$ cat src/rtl/sound_pkg.sv
// sound_pkg: effect codes, sequencer states and note tables shared by game_sound.
package sound_pkg;
   typedef enum logic [2:0] {FX_NONE, FX_WALL, FX_HIT, FX_GOAL, FX_WIN} effect_t;
   typedef enum logic [1:0] {IDLE, TONE, GAP} state_t;
   localparam logic [15:0] GAP_TICKS = 16'd1000;
   localparam logic [2:0] NOTE_CNT [0:4] = '{3'd0, 3'd1, 3'd1, 3'd2, 3'd3};
   localparam logic [7:0] NOTE_HALF [0:4][0:2] = '{
      '{8'd0,   8'd0,   8'd0},
      '{8'd227, 8'd0,   8'd0},
      '{8'd114, 8'd0,   8'd0},
      '{8'd114, 8'd227, 8'd0},
      '{8'd95,  8'd76,  8'd64}};
   localparam logic [15:0] NOTE_DUR [0:4][0:2] = '{
      '{16'd0,     16'd0,     16'd0},
      '{16'd5000,  16'd0,     16'd0},
      '{16'd5000,  16'd0,     16'd0},
      '{16'd10000, 16'd20000, 16'd0},
      '{16'd10000, 16'd10000, 16'd30000}};
endpackage

$ cat src/rtl/square_tone.sv
// square_tone: half-period counter and toggle flop; held low and cleared whenever disabled or restarted.
module square_tone (
   input  logic       clk,
   input  logic       rst,
   input  logic       tick,
   input  logic       en,
   input  logic       restart,
   input  logic [7:0] half,
   output logic       wave
);
   logic [7:0] cnt;
   logic       flip;
   assign flip = cnt == half - 8'd1;
   always_ff @(posedge clk or posedge rst)
      if (rst) begin
         cnt  <= '0;
         wave <= 1'b0;
      end else if (restart || !en) begin
         cnt  <= '0;
         wave <= 1'b0;
      end else if (tick) begin
         cnt  <= flip ? '0 : cnt + 8'd1;
         wave <= flip ? ~wave : wave;
      end
endmodule

$ cat src/rtl/game_sound.sv
// game_sound: prioritised sound-effect sequencer turning game events into buzzer tones.
module game_sound
   import sound_pkg::*;
#(
   parameter int PRE_DIV = 1000
) (
   input  logic       clk,
   input  logic       rst,
   input  logic       hit,
   input  logic       wall,
   input  logic       goal,
   input  logic       p1_win,
   input  logic       p2_win,
   input  logic       mute,
   output logic       buzzer,
   output logic       busy,
   output logic [2:0] effect
);
   localparam int PW = PRE_DIV > 1 ? $clog2(PRE_DIV) : 1;
   state_t        state;
   effect_t       eff, req;
   logic [PW-1:0] pre;
   logic [15:0]   dur, limit;
   logic [1:0]    idx;
   logic          win_q, armed, win_edge, tick, accept, last, done, wave;
   // armed masks the first edge after reset so a win level held through reset never fires
   assign win_edge = (p1_win | p2_win) & ~win_q & armed;
   assign req      = win_edge ? FX_WIN : goal ? FX_GOAL : hit ? FX_HIT : wall ? FX_WALL : FX_NONE;
   assign accept   = req != FX_NONE && req >= eff;
   assign tick     = pre == PW'(PRE_DIV - 1);
   assign last     = {1'b0, idx} == NOTE_CNT[eff] - 3'd1;
   assign limit    = state == GAP ? GAP_TICKS : NOTE_DUR[eff][idx];
   assign done     = tick && dur == limit - 16'd1;
   always_ff @(posedge clk or posedge rst)
      if (rst) begin
         state <= IDLE;
         eff   <= FX_NONE;
         idx   <= '0;
         dur   <= '0;
         pre   <= '0;
         win_q <= 1'b0;
         armed <= 1'b0;
      end else begin
         win_q <= p1_win | p2_win;
         armed <= 1'b1;
         if (accept) begin
            state <= TONE;
            eff   <= req;
            idx   <= '0;
            dur   <= '0;
            pre   <= '0;
         end else if (state != IDLE) begin
            pre <= tick ? '0 : pre + PW'(1);
            dur <= done ? '0 : tick ? dur + 16'd1 : dur;
            if (done) begin
               if (state == GAP) begin
                  state <= TONE;
                  idx   <= idx + 2'd1;
               end else if (last) begin
                  state <= IDLE;
                  eff   <= FX_NONE;
               end else
                  state <= GAP;
            end
         end
      end
   square_tone u_tone (
      .clk    (clk),
      .rst    (rst),
      .tick   (tick),
      .en     (state == TONE),
      .restart(accept),
      .half   (NOTE_HALF[eff][idx]),
      .wave   (wave)
   );
   assign buzzer = wave & (state == TONE) & ~mute;
   assign busy   = state != IDLE;
   assign effect = eff;
endmodule

$ cat config.mk
export PLATFORM = sky130hd
export DESIGN_NAME = game_sound
export DESIGN_NICKNAME = d
export VERILOG_FILES = /design/src/rtl/sound_pkg.sv /design/src/rtl/square_tone.sv /design/src/rtl/game_sound.sv
export SDC_FILE = /design/constraint.sdc
export NUM_CORES = 1
export LEC_CHECK = 0
export CAP_MARGIN = 20
export CELL_PAD_IN_SITES_DETAIL_PLACEMENT = 0
export CELL_PAD_IN_SITES_GLOBAL_PLACEMENT = 1
export CORE_MARGIN = 5
export CORE_UTILIZATION = 51
export DETAILED_ROUTE_END_ITERATION = 6
export GPL_ROUTABILITY_DRIVEN = 1
export PLACE_DENSITY_LB_ADDON = 0.08
export SYNTH_ARGS = -nofsm -noshare
export SYNTH_HDL_FRONTEND = slang
export SYNTH_SLANG_ARGS = --single-unit
$ cat constraint.sdc
create_clock -name clk -period 7.77 [get_ports clk]
set_input_delay 0.777 -clock clk [delete_from_list [all_inputs] [get_ports clk]]
set_output_delay 0.777 -clock clk [all_outputs]
set_load 0.05 [all_outputs]
# After elaboration in Yosys (flattened, before gate mapping)
# Memory sizes are Yosys's and may differ from the RTL's.
# Index checks and enable logic that the tools add are counted.
dict set report op_classes {
  reduce_logical 18
  addsub 7
  eq_ne 7
  mux 44
  bitwise 10
  n_lt_le_gt_ge 3
}
# cell count
set ops {}
lappend ops {{$mux 16} 7}
lappend ops {{$mux 48} 2}
lappend ops {{$mux 24} 2}
lappend ops {{$mux 8} 5}
lappend ops {{$bmux 16 s2} 1}
lappend ops {{$mux 10} 3}
lappend ops {{$mux 3} 8}
lappend ops {{$mux 2} 11}
lappend ops {{$add 16x1->16 const B} 1}
lappend ops {{$bmux 8 s2} 1}
lappend ops {{$eq 16x16->1} 1}
lappend ops {{$sub 16x1->16 const B} 1}
lappend ops {{$reduce_bool 2->1} 7}
lappend ops {{$add 10x1->10 const B} 1}
lappend ops {{$eq 10x10->1 const B} 1}
lappend ops {{$add 8x1->8 const B} 1}
lappend ops {{$eq 8x8->1} 1}
lappend ops {{$sub 8x1->8 const B} 1}
lappend ops {{$reduce_and 2->1} 3}
lappend ops {{$reduce_bool 3->1} 2}
lappend ops {{$and 1x1->1} 4}
lappend ops {{$ge 4x4->1 const B} 1}
lappend ops {{$mux 1} 4}
lappend ops {{$not 3->4} 1}
lappend ops {{other kinds (16)} 19}
dict set report word_totals {
  rom_bits 600
  mem_count 3
  out_inout_bits 5
  regBits 44
  inputBits 8
}
# name depth width read_ports rd_clocked_by_memory_dff write_ports line
set mem_list {}
lappend mem_list {{(no name shown)} 8 48 1 0 0 game_sound.sv:32} ;# assign limit = state == GAP ? GAP_TICKS : NOTE_DUR[eff][idx];
lappend mem_list {{(no name shown)} 8 24 1 0 0 game_sound.sv:73} ;# .half (NOTE_HALF[eff][idx]),
lappend mem_list {{(no name shown)} 8 3 1 0 0 game_sound.sv:31} ;# assign last = {1'b0, idx} == NOTE_CNT[eff] - 3'd1;

# Longest topological paths before layout
dict set report depth {
  word_depth 14
  depth_mapped 13
  depth_no_buf 13
}

# By module
# Synthesis repeated with hierarchy kept, for this count alone.
dict set report unflattened {
  cells_unflattened 387
  area_unflattened_um2 3328.2
}
# module area_each_um2 cells_each instances
set by_module_without_submodules {}
lappend by_module_without_submodules {game_sound 2518.7 297 1}
lappend by_module_without_submodules {square_tone 809.5 90 1}

# Worst setup path after synthesis
# Ideal clock, no wire load.
dict set report synth_path {
  path_kind {reg-to-reg}
  start {register eff[1], in the netlist effect[1]}
  end {register dur[10]}
  required_time_ns 7.651
  setup_time_ns 0.119
  t_arrival_ns 3.501
  stages_incl_launch_ff 13
  path_slack_ns 4.150
  path_cell_list {dfrtp_1 > inv_1 > ha_1 > nor4b_4 > nor2_1 > ha_1 > and3_1 > a311o_1 > a311oi_2 > o2111ai_2 > o41ai_4 > buf_4 > nor2_1}
}
dict set report synth_via {
  elab_chain_len 14
  word_cells_on_any_way 19
}
# element line
set synth_rtl {}
lappend synth_rtl {{from (decl)} game_sound.sv:21} ;# effect_t eff, req;
lappend synth_rtl {{from (signal assigned)} game_sound.sv:48} ;# eff <= req;
lappend synth_rtl {{$not 3->4 (implied by the code)} game_sound.sv:32}
lappend synth_rtl {{$mem_v2 8x48} -}
lappend synth_rtl {{$mux 48 (implied by the code) (2 in a row)} game_sound.sv:32}
lappend synth_rtl {{$bmux 16 s2} game_sound.sv:32}
lappend synth_rtl {{$mux 16 (implied by the code) (2 in a row)} game_sound.sv:32}
lappend synth_rtl {{$mux 16} game_sound.sv:32}
lappend synth_rtl {{$sub 16x1->16} game_sound.sv:33} ;# assign done = tick && dur == limit - 16'd1;
lappend synth_rtl {{$eq 16x16->1} game_sound.sv:33}
lappend synth_rtl {{$logic_and 1x1->1} game_sound.sv:33}
lappend synth_rtl {{$mux 16} game_sound.sv:54} ;# dur <= done ? '0 : tick ? dur + 16'd1 : dur;
lappend synth_rtl {{$mux 16} game_sound.sv:52} ;# end else if (state != IDLE) begin
lappend synth_rtl {{$mux 16} game_sound.sv:46} ;# if (accept) begin
lappend synth_rtl {{to (signal assigned)} game_sound.sv:54}
lappend synth_rtl {{to (decl)} game_sound.sv:23} ;# logic [15:0] dur, limit;
# Several ways; a longest one is shown, not always the timed one. The select of a mux whose other input is x is not followed.
# A chain may end at the register's enable or synchronous reset.

# Worst setup path after layout
dict set report layout_path {
  start {register eff[2], in the netlist effect[2]}
  end {register dur[7]}
}
# The elaborated chain is that of the path after synthesis.

==> metrics.md <==
| Metric | Value |
|---|---|
| Outcome | finished, final reports clean |
| Worst-case clock buffer depth | 2 |
| Max-cap violations | 0 |
| Met3 Resource Use GR | 0.0300 |
| Worst Hold Class | register to register |
| Largest fanout on the critical path | 24 |
| Clock slew at reported path FFs | ~0.10 ns |
| PortBufs | 12 |
| Vias per inst | between 5 and 6 |
| Clk_lat worst skew | about 0.30 ns |
| CP required | 7.93 ns |
| Vias in the first global route | between 2,000 and 3,000 |
| Area Growth Syn to Fin | 6.81% |
| Arr. time, crit path | roughly 4.0 ns |
| 1st-iter DRT viols | between 100 and 150 |
| Detailed Place HPWL | between 5000 and 6000 um |
| Tot Pwr | about 0.57 mW |
| Initial antenna violation count | 0 |
| Num CTS Buffers | 5 |
| Syn Nets | between 300 and 400 |
| Storage cell area | approximately 1100 um^2 |
| Post-synth EDFFs | 0 |
| Core ar. | 6350 um^2 |
| CTS tree | built |
| Top Ports | 13 |
| Primary FF master, synth | dfrtp_1 |
| Mean Syn Cell Area | about 9.0 um^2 |
| Row cnt | 29 |
| Period utilization | 0.498 |
| Routability congestion estimate | 0.847 |
| Leakage power | 1.43 nW |
| Initial Utilization | 0.524 |
| First-pass GRT wire length | between 10,000 and 15,000 um |
| M2 GR Usage | 0.280 |
| TNS Setup | 0 ns |
| Setup violators final | 0 |
| Largest net degree at the start of global routing | between 40 and 50 |
| VDD IR max | approximately 0.15 mV |
| Clock skew | ~0.011 ns |
| Crit Path Class | register to register |
| Mapped Cells | 371 |
| Busiest grt layer | met2 |
| PD cells | 161 nW/um^2 |
| Post CTS Setup Buffer Count | 0 |
| Resize count post-CTS | 0 |
| Clock Tree Root | clkbuf_8 |
| Worst Tran Pin Value | between 0.9 and 1 ns |
| Netlist Area Pre-Place | approximately 3300 um^2 |
| GRT Overall Usage | 0.179 |
| GR Util met1 | 0.256 |
| Grt ovf | 0 |
| Filler cells | slightly below 600 |
| Seq/Total Area, Yosys | 0.331 |
| Vias | between 2,000 and 3,000 |
| Fin. Hold Viols | 0 |
| Synth cell types | 67 |
| Die Y | 90.8 um |
| First-pass DRT Iterations | 4 |
| CTS Hold Bufs | 0 |
| Synth Register Bits | 44 |
| WL per Instance | between 15 and 20 um |
| CP Capture Type | register |
| Antenna Nets Post-Route | 0 |
| Layout cell share with drive strength beyond 1 | 0.0695 |
| Startpoint types | register |
| Post-Route WL | 7190 um |
| Drt drc | 0 |
| Die width | approximately 91 um |
| H-Tree Depth | 2 |
| Slew HR | 0.380 |
| Multi-input gate area | a little over 2000 um^2 |
| Synth async-reset ratio | 1.00 |
| R2R setup slack | 3.90 ns |
| Nets | around 390 |
| # diodes | 0 |
| RSZ-0062 raised after global routing | false |
| Die area | 8240 um^2 |
| Minimum clock period | approximately 3.9 ns |
| Yosys warning count | 0 |
| Slew Viols, Final | 0 |
| Sink Count | 44 |
| Max Clk Rate | between 0.2 and 0.3 GHz |
[sequential cells by signal, indices dropped and copies added, names as in the netlist]
register / flops
idx: 2
state: 2
win_q: 1
u_tone.wave: 1
armed: 1
dur: 16
effect: 3
pre: 10
u_tone.cnt: 8
[cells in the mapped netlist (4+ instances only)]
master    number  area [um^2]
nor3b_1        9         67.6
xor2_1         8         70.1
o31ai_1        4         30.0
mux2i_1        5         50.1
nor3_1        11         55.1
nand2_1       27          101
xnor2_1       32          280
nor4_1         6         37.5
nor2_1        44          165
ha_1          13          163
clkbuf_1      11         41.3
dfrtp_1       44         1100
inv_1         14         52.6
nand4_1        7         43.8
o21ai_1        4         20.0
buf_6          6         67.6
o21ai_0        7         35.0
nand2b_1       7         43.8
o211ai_1       4         30.0
nand3_1       14         70.1
nor2b_1        5         31.3
a21oi_1       16         80.1
a21o_1         6         45.0
[area by class of cell]
| cell class | count | area share |
|---|---|---|
| Tap cell | 77 | 0.0271 |
| Clock inverter | 3 | 0.0130 |
| Multi-Input combinational cell | 293 | 0.576 |
| Timing Repair Buffer | 15 | 0.0402 |
| Clock buffer | 5 | 0.0194 |
| Sequential cell | 44 | 0.310 |
| Inverter | 14 | 0.0148 |
[per-layer routing]
| metal | share of wire | wire [um] | up-vias |
|---|---|---|---|
| li1 | - | - | 1349 |
| met1 | 0.51 | 3630 | 1270 |
| met4 | 0.0078 | 56 | 0 |
| met5 | 0 | 0 | - |
| met3 | 0.028 | 200 | 5 |
| met2 | 0.46 | 3300 | 39 |
[metrics by stage]
step	hold WS, ns	util	instance area (um^2)	std cells	setup WS [ns]
finish	0.524	0.559	3550	451	3.90
global route	0.551	0.559	3550	451	3.60
CTS	0.528	0.559	3550	451	3.91
detailed placement	0.506	0.541	3440	443	3.72
global placement	0.505	0.541	3440	443	3.74
floorplan	0.482	-	3330	371	4.15
[power by group]
group / switching, mW / internal, mW / total, mW
logic: 0.0596 / 0.0512 / 0.111
registers: 0.0290 / 0.252 / 0.281
clock network: 0.0852 / 0.0969 / 0.182
[cells by family after synthesis]
logic type	Yosys count	synth area share
muxes	6	0.0184
DFF	44	0.331
xor gates and xnor gates	40	0.105
buffers and inverters	34	0.0542
adders and majority gates	13	0.0489
AOI/OAI and AO/OA	78	0.182
and+or+nand+nor	155	0.258
other	1	0.00113
[path summary, 6_finish.rpt]
path	from	endpoint	depth (start not counted)
hold / removal	dur[0]	dur[0]	1
max in group asynchronous	rst	effect[1]	2
setup / recovery	effect[2]	dur[7]	9
hold reg to reg	dur[0]	dur[0]	1
setup reg to reg	effect[2]	dur[7]	9
min in group asynchronous	rst	dur[4]	2
[cells in the final DEF, fill, tap and decap left out, drive strengths merged, types with 3 or more instances in the layout]
cell           synthesis  final
a21o                   6      6
mux2i                  5      5
nor3b                  9      9
nand4                  7      7
ha                    13     13
nand2b                 7      7
a21boi                 3      3
a31oi                  3      3
a21oi                 17     17
nand3b                 4      4
buf                    9      3
nor2b                  5      5
nor2                  44     44
xnor2                 32     32
o21ai                 11     11
o211ai                 4      4
inv                   14     15
nor3                  12     12
o31ai                  4      4
dfrtp                 44     44
o2111ai                4      4
a211oi                 3      3
and4                   3      3
a2111oi                3      3
nand2                 27     27
or4                    4      4
nor4                   6      6
nand3                 14     14
nor4b                  4      4
clkdlybuf4s50          0     12
clkbuf                11      5
xor2                   8      8
[critical path, cell delays in order (launching register included)]
cell,delay [ns]
dfrtp_1,0.83
a21boi_1,0.40
o21ai_1,0.18
ha_1,0.28
and3_1,0.19
a311o_1,0.36
a311oi_2,0.29
o2111ai_2,0.28
o41ai_4,0.76
nor3b_1,0.12
Note: power is estimated with default switching activity, not from simulation.
